## src/rtl/mod_147_hb_monitor_if.sv

```systemverilog
// Heartbeat monitor bus: PCS/autoneg gating, decoded receive activity and link-health outputs.
interface mod_147_hb_monitor_if #(
    parameter int unsigned CNT_W = 8
);
    logic             pcs_reset;
    logic             mr_autoneg_enable;
    logic             an_link_good;
    logic             multidrop;
    logic [1:0]       rx_cmd;
    logic             RX_DV;
    logic             CRS;
    logic             hb_link_ok;
    logic             hb_lost;
    logic [CNT_W-1:0] hb_count;
    logic [2:0]       hb_mon_state;

    modport master (
        output pcs_reset, mr_autoneg_enable, an_link_good, multidrop, rx_cmd, RX_DV, CRS,
        input  hb_link_ok, hb_lost, hb_count, hb_mon_state
    );

    modport slave (
        input  pcs_reset, mr_autoneg_enable, an_link_good, multidrop, rx_cmd, RX_DV, CRS,
        output hb_link_ok, hb_lost, hb_count, hb_mon_state
    );
endinterface

```

## src/rtl/mod_147_hb_monitor.sv

```systemverilog
// Receive-side heartbeat supervisor for 10BASE-T1S point-to-point links.
// Tracks peer heartbeats / frame starts and reports link health, loss pulses and a heartbeat count.
module mod_147_hb_monitor #(
    parameter int unsigned TMR_W      = 16,
    parameter int unsigned HB_TIMEOUT = 50000,
    parameter int unsigned ACQ_COUNT  = 3,
    parameter int unsigned CNT_W      = 8
) (
    input  logic                 clk,
    input  logic                 reset_n,
    mod_147_hb_monitor_if.slave  bus
);

    typedef enum logic [2:0] {
        ST_IDLE      = 3'b000,
        ST_ACQUIRE   = 3'b001,
        ST_LINK_OK   = 3'b010,
        ST_LINK_FAIL = 3'b011,
        ST_DISABLED  = 3'b100
    } state_t;

    localparam int unsigned     CONS_W        = 4;
    localparam logic [1:0]      CMD_BEACON    = 2'b00;
    localparam logic [1:0]      CMD_HEARTBEAT = 2'b10;
    localparam logic [TMR_W-1:0]  TIMEOUT_VAL = TMR_W'(HB_TIMEOUT);
    localparam logic [CONS_W-1:0] ACQ_VAL     = CONS_W'(ACQ_COUNT);

    state_t             state, state_nxt;
    logic [TMR_W-1:0]   timer, timer_nxt;
    logic [CONS_W-1:0]  consec, consec_nxt;
    logic [CNT_W-1:0]   hb_count_q, hb_count_nxt;
    logic               hb_lost_q, hb_lost_nxt;
    logic               hb_link_ok_q;
    logic               hb_prev, dv_prev;

    logic               gate_off_c;
    logic               hb_evt_c;
    logic               alive_evt_c;
    logic               timeout_c;
    logic [TMR_W-1:0]   timer_run_c;
    logic [CONS_W-1:0]  consec_inc_c;

    assign gate_off_c   = bus.pcs_reset | ~bus.mr_autoneg_enable | ~bus.an_link_good | bus.multidrop;
    assign hb_evt_c     = (bus.rx_cmd == CMD_HEARTBEAT) & ~hb_prev;
    assign alive_evt_c  = hb_evt_c | (bus.RX_DV & ~dv_prev);
    assign timeout_c    = (timer == TIMEOUT_VAL) & ~alive_evt_c & ~bus.CRS;
    assign consec_inc_c = (consec == '1) ? consec : consec + CONS_W'(1);

    // Idle-running timer: frozen by carrier, stops counting once it reaches the timeout value
    always_comb begin
        timer_run_c = timer;
        if (!bus.CRS && (timer < TIMEOUT_VAL)) begin
            timer_run_c = timer + TMR_W'(1);
        end
    end

    always_ff @(posedge clk or negedge reset_n) begin
        if (!reset_n) begin
            state        <= ST_IDLE;
            timer        <= '0;
            consec       <= '0;
            hb_count_q   <= '0;
            hb_lost_q    <= 1'b0;
            hb_link_ok_q <= 1'b0;
            hb_prev      <= 1'b0;
            dv_prev      <= 1'b0;
        end else begin
            state        <= state_nxt;
            timer        <= timer_nxt;
            consec       <= consec_nxt;
            hb_count_q   <= hb_count_nxt;
            hb_lost_q    <= hb_lost_nxt;
            hb_link_ok_q <= (state_nxt == ST_LINK_OK);
            hb_prev      <= (bus.rx_cmd == CMD_HEARTBEAT);
            dv_prev      <= bus.RX_DV;
        end
    end

    always_comb begin
        state_nxt    = state;
        timer_nxt    = timer;
        consec_nxt   = consec;
        hb_count_nxt = hb_count_q;
        hb_lost_nxt  = 1'b0;

        if (gate_off_c) begin
            state_nxt    = ST_IDLE;
            timer_nxt    = '0;
            consec_nxt   = '0;
            hb_count_nxt = '0;
        end else if (state == ST_IDLE) begin
            state_nxt  = ST_ACQUIRE;
            timer_nxt  = '0;
            consec_nxt = '0;
        end else begin
            if (hb_evt_c && (hb_count_q != '1)) begin
                hb_count_nxt = hb_count_q + CNT_W'(1);
            end

            if (bus.rx_cmd == CMD_BEACON) begin
                state_nxt = ST_DISABLED;
                timer_nxt = '0;
            end else begin
                case (state)
                    ST_ACQUIRE: begin
                        if (alive_evt_c) begin
                            timer_nxt = '0;
                            if (consec_inc_c >= ACQ_VAL) begin
                                state_nxt  = ST_LINK_OK;
                                consec_nxt = '0;
                            end else begin
                                consec_nxt = consec_inc_c;
                            end
                        end else if (timeout_c) begin
                            timer_nxt  = '0;
                            consec_nxt = '0;
                        end else begin
                            timer_nxt = timer_run_c;
                        end
                    end
                    ST_LINK_OK: begin
                        if (alive_evt_c) begin
                            timer_nxt = '0;
                        end else if (timeout_c) begin
                            state_nxt   = ST_LINK_FAIL;
                            hb_lost_nxt = 1'b1;
                            timer_nxt   = '0;
                        end else begin
                            timer_nxt = timer_run_c;
                        end
                    end
                    ST_LINK_FAIL: begin
                        timer_nxt = '0;
                        if (alive_evt_c) begin
                            if (ACQ_VAL <= CONS_W'(1)) begin
                                state_nxt  = ST_LINK_OK;
                                consec_nxt = '0;
                            end else begin
                                state_nxt  = ST_ACQUIRE;
                                consec_nxt = CONS_W'(1);
                            end
                        end
                    end
                    ST_DISABLED: begin
                        timer_nxt = '0;
                    end
                    default: begin
                        state_nxt = ST_IDLE;
                        timer_nxt = '0;
                    end
                endcase
            end
        end
    end

    assign bus.hb_link_ok   = hb_link_ok_q;
    assign bus.hb_lost      = hb_lost_q;
    assign bus.hb_count     = hb_count_q;
    assign bus.hb_mon_state = state;

endmodule
```

## src/flat_wrapper.sv

```systemverilog
// flat-port wrapper written by rule: the top's interface ports become plain ports
module mod_147_hb_monitor_flat 
#(
    parameter int unsigned TMR_W      = 16,
    parameter int unsigned HB_TIMEOUT = 50000,
    parameter int unsigned ACQ_COUNT  = 3,
    parameter int unsigned CNT_W      = 8
)
  (clk, reset_n, bus_pcs_reset, bus_mr_autoneg_enable, bus_an_link_good, bus_multidrop, bus_rx_cmd, bus_RX_DV, bus_CRS, bus_hb_link_ok, bus_hb_lost, bus_hb_count, bus_hb_mon_state);
  mod_147_hb_monitor_if #(.CNT_W(CNT_W)) bus_i ();
  input  logic clk;
  input  logic reset_n;
  input wire logic [$bits(bus_i.pcs_reset)-1:0] bus_pcs_reset;
  input wire logic [$bits(bus_i.mr_autoneg_enable)-1:0] bus_mr_autoneg_enable;
  input wire logic [$bits(bus_i.an_link_good)-1:0] bus_an_link_good;
  input wire logic [$bits(bus_i.multidrop)-1:0] bus_multidrop;
  input wire logic [$bits(bus_i.rx_cmd)-1:0] bus_rx_cmd;
  input wire logic [$bits(bus_i.RX_DV)-1:0] bus_RX_DV;
  input wire logic [$bits(bus_i.CRS)-1:0] bus_CRS;
  output wire logic [$bits(bus_i.hb_link_ok)-1:0] bus_hb_link_ok;
  output wire logic [$bits(bus_i.hb_lost)-1:0] bus_hb_lost;
  output wire logic [$bits(bus_i.hb_count)-1:0] bus_hb_count;
  output wire logic [$bits(bus_i.hb_mon_state)-1:0] bus_hb_mon_state;
  assign bus_i.pcs_reset = bus_pcs_reset;
  assign bus_i.mr_autoneg_enable = bus_mr_autoneg_enable;
  assign bus_i.an_link_good = bus_an_link_good;
  assign bus_i.multidrop = bus_multidrop;
  assign bus_i.rx_cmd = bus_rx_cmd;
  assign bus_i.RX_DV = bus_RX_DV;
  assign bus_i.CRS = bus_CRS;
  assign bus_hb_link_ok = bus_i.hb_link_ok;
  assign bus_hb_lost = bus_i.hb_lost;
  assign bus_hb_count = bus_i.hb_count;
  assign bus_hb_mon_state = bus_i.hb_mon_state;
  mod_147_hb_monitor #(.TMR_W(TMR_W), .HB_TIMEOUT(HB_TIMEOUT), .ACQ_COUNT(ACQ_COUNT), .CNT_W(CNT_W)) u_core (.clk(clk), .reset_n(reset_n), .bus(bus_i));
endmodule
```

## config.mk

```make
export PLATFORM = sky130hd
export DESIGN_NAME = mod_147_hb_monitor_flat
export DESIGN_NICKNAME = d
export VERILOG_FILES = /design/src/rtl/mod_147_hb_monitor_if.sv /design/src/rtl/mod_147_hb_monitor.sv /design/src/flat_wrapper.sv
export SDC_FILE = /design/constraint.sdc
export NUM_CORES = 1
export LEC_CHECK = 0
export ABC_AREA = 1
export ABC_CLOCK_PERIOD_IN_PS = 3100
export CORE_MARGIN = 10
export CORE_UTILIZATION = 55
export DETAILED_ROUTE_END_ITERATION = 8
export PLACE_DENSITY = 0.78
export SYNTH_ARGS = -nofsm -noshare
export SYNTH_HDL_FRONTEND = slang
export SYNTH_SLANG_ARGS = --single-unit
```

## constraint.sdc

```tcl
create_clock -name clk -period 3.1 [get_ports clk]
set_clock_uncertainty 0.05 [all_clocks]
set_input_delay 0.465 -clock clk [delete_from_list [all_inputs] [get_ports clk]]
set_output_delay 0.465 -clock clk [all_outputs]
set_load 0.005 [all_outputs]
```

==> results of run 1 <==
[metrics by stage]
step / util, % / area [sq um] / hold slack (ps) / instances / total power [mW]
floorplan: - / 2108 / 119.4 / 280 / 0.4907
global placement: 64.76 / 2389 / 437.2 / 350 / 0.5187
detailed placement: 64.76 / 2389 / 436.2 / 350 / 0.5196
CTS: 67.94 / 2506 / 456.1 / 358 / 0.9490
global route: 67.94 / 2506 / 494.1 / 358 / 0.9771
finish: 67.94 / 2506 / 457.7 / 358 / 0.9426
[final cells by class]
class / count / share of cell area [%]
Multi-Input combinational cell: 191 / 40.79
Sequential cell: 35 / 34.95
Timing Repair Buffer: 24 / 9.386
Inverter: 52 / 7.788
Clock buffer: 6 / 3.295
Tap cell: 48 / 2.396
Clock inverter: 2 / 1.398
[flip-flops by register name (all words and copies together), names as in the netlist]
signal / count
u_core.timer: 16
u_core.bus.hb_lost: 1
u_core.bus.hb_count: 8
u_core.bus.hb_link_ok: 1
u_core.dv_prev: 1
u_core.hb_prev: 1
u_core.bus.hb_mon_state: 3
u_core.consec: 4
[synth_stat cells, types with 3 or more instances]
master	number
sky130_fd_sc_hd__nor2_2	8
sky130_fd_sc_hd__a21oi_1	17
sky130_fd_sc_hd__nand4_1	7
sky130_fd_sc_hd__nor2_1	31
sky130_fd_sc_hd__o21ai_0	9
sky130_fd_sc_hd__nand2_2	4
sky130_fd_sc_hd__nor3_1	7
sky130_fd_sc_hd__ha_1	4
sky130_fd_sc_hd__o21ai_1	9
sky130_fd_sc_hd__inv_2	10
sky130_fd_sc_hd__nand3_1	16
sky130_fd_sc_hd__dfrtp_1	35
sky130_fd_sc_hd__nand2_1	52
sky130_fd_sc_hd__a31oi_1	3
sky130_fd_sc_hd__inv_1	42
[cell families (layout without fill, tap and decap cells)]
group / Yosys count / in the layout
simple gates: 137 / 137
buf+inv: 54 / 84
compound gates: 50 / 50
flops: 35 / 35
fa+ha+maj: 4 / 4
[worst max-delay path, stage by stage]
cell,delay [ps]
sky130_fd_sc_hd__clkdlybuf4s50_1,450
sky130_fd_sc_hd__nand2_1,80
sky130_fd_sc_hd__nor3_4,160
sky130_fd_sc_hd__inv_2,80
sky130_fd_sc_hd__nor2_1,290
sky130_fd_sc_hd__inv_2,100
sky130_fd_sc_hd__o211ai_2,260
sky130_fd_sc_hd__nand2_1,80
sky130_fd_sc_hd__o21a_1,110
[worst min path at each step]
stage	cells after the start	end	slack [ps]	from
after floorplan	0	u_core.bus.hb_count[0]	120	reset_n
after global placement	2	u_core.timer[15]	440	u_core.timer[15]
after detailed placement	2	u_core.timer[15]	440	u_core.timer[15]
after CTS	2	u_core.timer[15]	460	u_core.timer[15]
after global routing	2	u_core.timer[15]	490	u_core.timer[15]
final	2	u_core.timer[15]	460	u_core.timer[15]
[power by group through the flow]
stage               clock network, mW  logic, mW  registers, mW
floorplan                           0     0.0228          0.468
global placement                    0     0.0509          0.468
detailed placement                  0     0.0517          0.468
CTS                             0.438     0.0519          0.459
global route                    0.461     0.0569          0.459
finish                          0.433     0.0509          0.459
[layer usage]
| metal | GRT usage [%] | vias to the layer above |
|---|---|---|
| met4 | 6.463 | 0 |
| met1 | 17.93 | 843 |
| li1 | - | 960 |
| met2 | 22.88 | 51 |
| met5 | 0 | - |
| met3 | 5.568 | 11 |
==> run summary, run 1 <==
The run finished with clean final reports. The antenna diode count came out at 0. The class of the worst hold path is flop to flop. The max-capacitance violation count is 0. The H-tree generated during clock tree synthesis spans 2 levels. The multiplexer fraction of the synthesized cell area is 0%. The ratio of final minimum period to clock period came out at ~63%. Of the post-synthesis cell area, the dominant cell type holds 41.54%. The I/O pin count came out at 23.

The number of remaining DRC errors came out at 0. Port buffering added 22 buffers. The clock-pin slew on the worst setup and hold paths is 70 ps. In this run, the number of DRC markers left after iteration 0 of detailed routing was 193. The count of cells along the worst register-to-register path is 10.

The netlist area before placement is 0.002108 sq mm. The floorplan step set the die height to 81.92 microns. The routed wire length on met3 is 311 microns. The initial utilization of the core area, before any placement, comes to 57.16%.

The source-to-sink clock delay at the later pin of the worst-skew pair is ~290 ps. In this run the clock root is driven by a sky130_fd_sc_hd__clkbuf_8. The core box area is between 0.003 and 0.004 sq mm. The final-report hold violation count came to 0. TritonCTS built the clock tree. The library cell used most frequently in the layout, excluding fill and tap cells, is sky130_fd_sc_hd__nand2_1. Counting distinct cell types in the post-synthesis netlist gives 36.

The number of global-route vias before repair came out at 1707. Dividing the detail-routed wire length by the instance count gives 12.50 microns. In this run switching power makes up 21.75% of total power. For this design, the CTS-stage hold fixing added 0 buffers.

The internal portion of the total power is 737.6 uW. Entering global routing, the biggest net connects 36 pins. The per-instance average area after synthesis is 7.530 sq um. The worst setup path is of the primary input to flop kind. OpenSTA, run right after detailed placement, puts the worst setup slack at 869.2 ps.

Global routing used 14.76% of the available tracks. The cell row count came out at 22. The first global-routing pass estimated 7.714 mm of wire. The tightest slew margin relative to the limit is 68.39%. The clock net sink count came out at 35. STA classifies the critical path endpoint as a flop. Summing the areas of all xor and xnor instances in the mapped netlist gives 0% of the synthesized area. The floorplan step defined a die boundary enclosing about 0.0067 sq mm.

In this run the critical register-to-register path is captured at u_core.timer[12]. The initial antenna violation count was 0. The number of routed nets with antenna violations is 0.

Compared with the post-synthesis result, the final layout area differs by 18.87%. The reg2reg setup slack came out at 1170 ps. The share of synthesized flip-flops with an asynchronous set or reset came out at 100.0%.

The synthesized-area fraction occupied by adder cells came out at 2.374%. The worst setup path is launched from a primary input. The power density over the cells is about 380 mW/mm^2. In this run the deepest clock path goes through 2 buffers.

The post-synthesis compound-gate area fraction is 14.36%. The worst-margin pin slew is 470.5 ps. The met2 wirelength from detailed routing is 2.008 mm. The total of warnings raised by yosys came out at 0. The peak supply drop is about 290 uV. In this run, the clock network consumes 45.9% of the power. The total area of multi-input combinational cells is 0.001022 sq mm. The sequential cell area came out at between 800 and 900 sq um.

In the synthesized netlist the dominant register cell turns out to be sky130_fd_sc_hd__dfrtp_1. The horizontal extent of the die came out at 81.92 microns. The total vias in the final route is ~1900.

The routability congestion estimate from global placement is 0.9063. The cell count after synthesis is 280. The worst register-to-register path begins at u_core.timer[0]. The setup fix buffers added after clock tree synthesis is 0. The remaining global-route overflow came out at 0. The number of pins exceeding their max-slew limit in the final report is 0.

The number of fill cells in the layout came out at 328. The dominant combinational cell family by area after synthesis is simple AND/OR/NAND/NOR gates. The flip-flop and latch count after synthesis is 35. The logic gate share of total power came out at under 10%. Setup violations remaining at the end of the flow were counted as 0. The placed wire-length estimate after detailed placement is roughly 3.4 mm. The sequential fraction of the synthesis area came out at 41.54%.

The number of nets in the synthesized netlist is 294. In the final routing, the length of wire on met1 measures 2.061 mm. At the end of the flow, the number of nets in the layout was roughly 320. Summed over all nets, the switching power comes to 205.0 uW. The data arrival time of the critical path came out at 2090 ps.

The basic-gate share of the synthesized area counting and, or, nand and nor cells came out at 31.75%. The worst path required time came out at roughly 3200 ps. The maximum operating frequency is 0.5138 GHz. The via density per instance came out at 5.209. Setup repair after global routing left no endpoint under its margin. The top metal layer carrying routed signals is met4. In this run the worst setup path begins at bus_an_link_good.

For the finished layout, the period the worst path requires is 1946 ps. The count of flip-flops with a built-in enable after synthesis is 0. The portion of total power attributed to sequential cells is 48.7%. The number of search-and-repair iterations in the first detailed-routing pass is 4.

The library cells used most frequently in the layout, excluding fill and tap cells, are sky130_fd_sc_hd__nand2_1, sky130_fd_sc_hd__inv_1, sky130_fd_sc_hd__dfrtp_1. The layout cell share with drive strength beyond 1 is 15.16%. For the final routed database, the setup TNS stands at 0 ps. In this run the worst setup path terminates at u_core.consec[1].

The maximum fanout encountered on the critical timing path is 6. The static leakage came out at around 1.1 nW. Yosys attributes the largest share of cell area to sky130_fd_sc_hd__dfrtp_1, sky130_fd_sc_hd__nand2_1, sky130_fd_sc_hd__inv_1.

The number of buffers created by CTS is 5. Once routing completed, OpenROAD measured the worst setup slack at 1154 ps. The overall routed net length is between 4 and 5 mm. The count of instances resized after the clock tree is built came out at 0. sky130_fd_sc_hd__dfrtp_1 takes more of the synthesized area than any other cell.
Note: power is estimated with default switching activity, not from simulation.
==> inputs of run 2 (changes only) <==
--- a/config.mk
+++ b/config.mk
@@ -6,7 +6,7 @@
 export NUM_CORES = 1
 export LEC_CHECK = 0
 export ABC_AREA = 1
-export ABC_CLOCK_PERIOD_IN_PS = 3100
+export ABC_CLOCK_PERIOD_IN_PS = 1980
 export CORE_MARGIN = 10
 export CORE_UTILIZATION = 55
 export DETAILED_ROUTE_END_ITERATION = 8
==> constraint.sdc (replaced) <==
create_clock -name clk -period 1.98 [get_ports clk]
set_clock_uncertainty 0.05 [all_clocks]
set_input_delay 0.297 -clock clk [delete_from_list [all_inputs] [get_ports clk]]
set_output_delay 0.297 -clock clk [all_outputs]
set_load 0.005 [all_outputs]
==> run summary, run 2 (synthesized netlist as in run 1, its figures left out) <==
The run finished with clean final reports. The number of H-tree levels is 2. TritonCTS built the clock tree. The detailed-route wire length per cell came out at ~13 microns.

The remaining global-route overflow is 0. The largest net degree at the start of global routing is 36. The detailed router finished its first iteration with 164 violations. For this run, the top clock speed supported by timing is 0.5437 GHz. The number of buffers created by CTS came out at 5.

The static leakage is 1.161 nW. The overall routed net length is 4.670 mm. Routed signal wires occupy layers up through met4. The tree is rooted in a sky130_fd_sc_hd__clkbuf_8.

The utilization after layout came out at 69.61%. In this run the worst path has a maximum fanout of 5. The non-filler instance count after layout came out at 367. The final setup violation count is 0. The total placed cells including tap cells came out at ~360. The number of remaining DRC errors is 0. The ratio of final minimum period to clock period is 92.88%. For this block, the via count after detailed routing is 1882. The number of global-route vias before repair is 1815.

The tightest min-delay check is of the primary input to async pin type. The number of search-and-repair iterations in the first detailed-routing pass came out at 6. The routed length on met1 came out at 2.117 mm.

The peak supply drop came out at 501.0 uV. Global routing used 15.05% of the available tracks. The routed wire length on met3 is 231 microns.

After layout, the design draws a total of 1.376 mW. The antenna diode count came out at 0. The die area is between 0.006 and 0.007 sq mm.

The minimum period implied by the final worst setup slack came out at 1839 ps. The hold-fix buffer count after cts came out at 0. The cell area after layout came out at 0.002567 sq mm. The core box area is around 0.0037 sq mm. The starting density of the core is 57.16%. The final-report hold violation count is 0. The critical path endpoint category is a flop. The placed wire-length estimate after detailed placement is 3.486 mm. Setup total negative slack on the finished layout was measured at 0 ps. After clock tree synthesis, the clock-pin slew on the worst setup and hold paths is 80 ps. The worst path required time came out at 2100 ps. The tree built by TritonCTS fans out to 35 sinks. The source-to-sink clock delay at the later pin of the worst-skew pair came out at 290 ps. The data arrival time of the critical path came out at slightly below 2000 ps.

The first global-routing pass estimated 8.121 mm of wire. Leaving out fill and tap cells, the most frequent cells in the layout are sky130_fd_sc_hd__nand2_1, sky130_fd_sc_hd__inv_1, sky130_fd_sc_hd__dfrtp_1. The flip-flop count of the largest register, all copies and words added is 16. The most critical setup path has its startpoint at u_core.timer[0]. The routability congestion estimate from global placement came out at 0.8835. Using the TritonRoute via totals, the vias-per-cell ratio works out to 5.128. The cell row count came out at 22. The worst hold slack across all endpoints is 372.0 ps.

The overall die height came out at 81.92 microns. Setup repair after global routing left no endpoint under its margin. The number of pins exceeding their max-slew limit in the final report is 0. The met2 wirelength from detailed routing came out at 2.275 mm.

More flip-flops sit in one register than any other, and that register is u_core.timer. The reg-to-reg startpoint is u_core.timer[0]. The number of setup buffers added after CTS is 0.

The number of port buffers came out at 22. The layout cell share with drive strength beyond 1 came out at 18.18%. The slack of the critical path came out at 140.9 ps. The I/O pin count is 23. After the last flow step, the layout net total stands at 332. Once detail routing completed, the nets flagged for antenna violations numbered 0. The tightest slew margin relative to the limit is a little over two thirds. The tool flagged a number of max-cap violations equal to 0.

The area added between synthesis and finish came out at 21.78%. The longest clock path from root to sink contains 2 buffers. The initial antenna violation count came out at 0. The filler cells instantiated in the layout total 327.

The worst-margin pin slew is 439.3 ps. The library cell used most frequently in the layout, excluding fill and tap cells, is sky130_fd_sc_hd__nand2_1. The total cell area at the placement stage is approximately 0.0025 sq mm. STA classifies the critical path startpoint as a flop. The worst setup path category is flop to flop.

The horizontal extent of the die is about 80 microns. Timing analysis after detailed placement gives a worst setup slack of -35.09 ps. The power density over the cells came out at 536.1 mW/mm^2.
-- run 2: area by class of cell --
| class | count | area, sq um | area share [%] |
|---|---|---|---|
| Inverter | 52 | 197.7 | 7.700 |
| Clock buffer | 7 | 96.34 | 3.752 |
| Tap cell | 48 | 60.06 | 2.339 |
| Timing Repair Buffer | 33 | 302.8 | 11.79 |
| Multi-Input combinational cell | 191 | 1027 | 40.01 |
| Clock inverter | 1 | 7.507 | 0.2924 |
| Sequential cell | 35 | 875.8 | 34.11 |
-- run 2: critical path: stages (launching register included) --
cell and delay, ps:
sky130_fd_sc_hd__dfrtp_1 420, sky130_fd_sc_hd__inv_1 60, sky130_fd_sc_hd__ha_1 220, sky130_fd_sc_hd__inv_1 60
sky130_fd_sc_hd__nor2_1 30, sky130_fd_sc_hd__nand2_1 70, sky130_fd_sc_hd__nor2_2 50, sky130_fd_sc_hd__a21oi_4 220
sky130_fd_sc_hd__nand4_1 240, sky130_fd_sc_hd__a21oi_1 250, sky130_fd_sc_hd__a21oi_1 60
-- run 2: metal layers --
layer  GRT usage (%)  vias up
li1                -      972
met1           18.49      873
met2           25.86       30
met3           3.712        7
met4           3.571        0
met5               0        -
-- run 2: final timing paths --
| check | cells after the start | endpoint | slack (ps) |
|---|---|---|---|
| worst max-delay path | 10 | u_core.timer[7] | 140 |
| worst min-delay path | 2 | u_core.timer[3] | 370 |
| worst max register to register | 10 | u_core.timer[7] | 140 |
| worst min register to register | 2 | u_core.timer[15] | 460 |
| max in group asynchronous | 2 | u_core.timer[11] | 1190 |
| min in group clk | 1 | u_core.dv_prev | 460 |
-- run 2: report_power, final --
part           internal [mW]  switching, mW  leakage, nW
logic                 0.0330         0.0506        0.625
clock network          0.316          0.258       0.0505
registers              0.717        0.00123        0.486
-- run 2: repair_timing --
| action | in CTS | in global routing |
|---|---|---|
| resized for setup | 0 | 3 |
| endpoints found under the setup margin | 0 | 3 |
| hold endpoints to repair | 0 | 0 |
==> inputs of run 3 (changes only) <==
--- a/config.mk
+++ b/config.mk
@@ -9,7 +9,9 @@
 export ABC_CLOCK_PERIOD_IN_PS = 1980
 export CORE_MARGIN = 10
 export CORE_UTILIZATION = 55
+export CTS_BUF_LIST = sky130_fd_sc_hd__clkbuf_4
 export DETAILED_ROUTE_END_ITERATION = 8
+export MAX_ROUTING_LAYER = met4
 export PLACE_DENSITY = 0.78
 export SYNTH_ARGS = -nofsm -noshare
 export SYNTH_HDL_FRONTEND = slang
==> run summary, run 3 (synthesized netlist as in run 1, its figures left out) <==
The detailed router finished its first iteration with 154 violations. Dividing total power by cell area gives a power density of 468.2 mW/mm^2. The minimum period implied by the final worst setup slack is 1809 ps. The cell type with the highest occurrence count on the critical path is sky130_fd_sc_hd__inv_1. The setup path with the least slack is of type flop to flop. TritonCTS built the clock tree.

The final layout net count is 333. On the critical path, the stage with the largest delay is an instance of sky130_fd_sc_hd__dfrtp_1. The buffers plus inverters on the worst setup path is 3. In the layout the commonest cells are sky130_fd_sc_hd__nand2_1, sky130_fd_sc_hd__inv_1, sky130_fd_sc_hd__dfrtp_1.

The number of port buffers came out at 22. The worst pin sits at a relative slew slack of 70.51%. The total vias in the final route came out at about 1900.

The maximum fanout encountered on the critical timing path came out at 11. The congestion estimate from routability-driven global placement came to ~0.9. The clock tree root buffer cell is sky130_fd_sc_hd__clkbuf_4. Dividing the detail-routed wire length by the instance count gives 12.33 microns. The final-report hold violation count came out at 0. The slack of the critical path came out at 171.0 ps. The ratio of final minimum period to clock period is between 90% and 100%.

Traced cell by cell, the critical path runs through inv_1 > ha_1 > inv_1 > nor2_1 > nand2_1 > nor2_2 > a21oi_4 > nand2_4 > inv_2 > o21ai_1 > a21oi_1. The area added between synthesis and finish came out at 19.58%. STA classifies the critical path startpoint as a flop.

The largest net degree at the start of global routing is 36. The worst hold slack across all endpoints is 298.0 ps. The total cell area at the placement stage is 0.002456 sq mm.

The final setup violation count came out at 0. The antenna diode count is 0. The cell area after layout is about 0.0025 sq mm. The utilization after layout came out at 68.35%.

The remaining global-route overflow came out at 0. The number of H-tree levels came out at 2. The final setup TNS is 0 ps. The number of routed nets with antenna violations is 0. Prior to clock tree synthesis, the placed netlist has a worst setup slack of -35.09 ps. The number of remaining DRC errors is 0. The number of global-route vias before repair was 1854. The global-route wire length before repair is around 8 mm.

In the final layout, the share of cells above drive strength 1 is 17.81%. The flip-flop count of the largest register, all copies and words added came out at 16. The placed wire-length estimate after detailed placement came out at 3.486 mm.

The horizontal extent of the die came out at 81.92 microns. The clock net sink count is 35. In this run the worst hold path is classified as primary input to async pin. The overall die height is 81.92 microns. The library cell used most frequently in the layout, excluding fill and tap cells, is sky130_fd_sc_hd__nand2_1. More flip-flops sit in one register than any other, and that register is u_core.timer.

The starting density of the core is 57.16%. The worst path required time came out at 2210 ps. The sequential cell area came out at around 900 sq um.

The number of fill cells in the layout came out at approximately 340. Setup repair after global routing left no endpoint under its margin. The flow ran to the end, and the final reports show no timing, DRC or antenna violations. The overall routed net length is 4.536 mm. The clock-pin slew on the worst setup and hold paths is 110 ps.

The I/O pin count is 23. The overall routing resource usage came out at 15.55%. The cell family with the largest share of critical-path delay is compound AO/OA/AOI/OAI gates. For this design the static power due to leakage is 1.142 nW. The max-capacitance violation count is 0. The maximum operating frequency is 0.5528 GHz. The number of buffers created by CTS came out at 5.

For the pin with the worst max-slew slack, the measured transition is 442.4 ps. The total area of multi-input combinational cells is between 0.001 and 0.0015 sq mm. STA classifies the critical path endpoint as a flop.

The die area came out at approximately 0.0067 sq mm. The first detailed-routing pass ran for 4 iterations. The source-to-sink clock delay at the later pin of the worst-skew pair came out at 350 ps. The floorplan has 22 rows.

Dividing the detail-routed via count by the number of cells gives 5.139. STA puts the critical path data arrival time at 2040 ps. The hold-fix buffer count after cts came out at 0.

The largest stage delay on the critical path came out at 430 ps. The core box area is 0.003689 sq mm. The buffer depth of the longest clock path came out at 2.

The peak supply drop came out at about 280 uV. The initial antenna violation count was 0. The number of pins exceeding their max-slew limit in the final report is 0.
==> run 3: repair_timing <==
action,4_1_cts,5_1_grt
setup endpoints to repair,0,3
hold endpoints to repair,0,0
resized for setup,0,2
setup buffers,0,1
==> run 3: layer usage <==
layer | global-route usage (%) | wire [microns]
met1 | 18.36 | 2109
met4 | 6.463 | 68
met5 | - | 0
met2 | 25.39 | 2190
met3 | 2.948 | 168
==> run 3: power by group <==
part / switching (mW) / leakage, nW / internal (mW)
Sequential: 0.00120 / 0.486 / 0.717
Combinational: 0.0499 / 0.631 / 0.0330
Clock: 0.249 / 0.0263 / 0.130
Total: 0.300 / 1.14 / 0.880
==> run 3: final timing paths <==
kind	from	end	slack [ps]	depth (start not counted)
worst min register to register	u_core.timer[15]	u_core.timer[15]	460	2
worst min-delay path	reset_n	u_core.bus.hb_count[4]	300	2
min in group clk	bus_RX_DV	u_core.dv_prev	390	1
max in group asynchronous	reset_n	u_core.bus.hb_count[0]	1260	2
worst max-delay path	u_core.timer[0]	u_core.timer[5]	170	11
worst max register to register	u_core.timer[0]	u_core.timer[5]	170	11
==> run 3: layout make-up <==
cell class,count,share of cell area (%)
multi-input combinational,191,40.74
clock buffer,5,1.489
sequential,35,34.74
clock inverter,3,0.5955
timing repair buffer,34,12.31
tap,48,2.382
inverter,52,7.742
==> run 3: stage by stage <==
| step | instances | total power, mW |
|---|---|---|
| floorplan | 280 | 0.7683 |
| global placement | 359 | 0.8160 |
| detailed placement | 359 | 0.8169 |
| CTS | 367 | 1.190 |
| global route | 368 | 1.226 |
| finish | 368 | 1.180 |
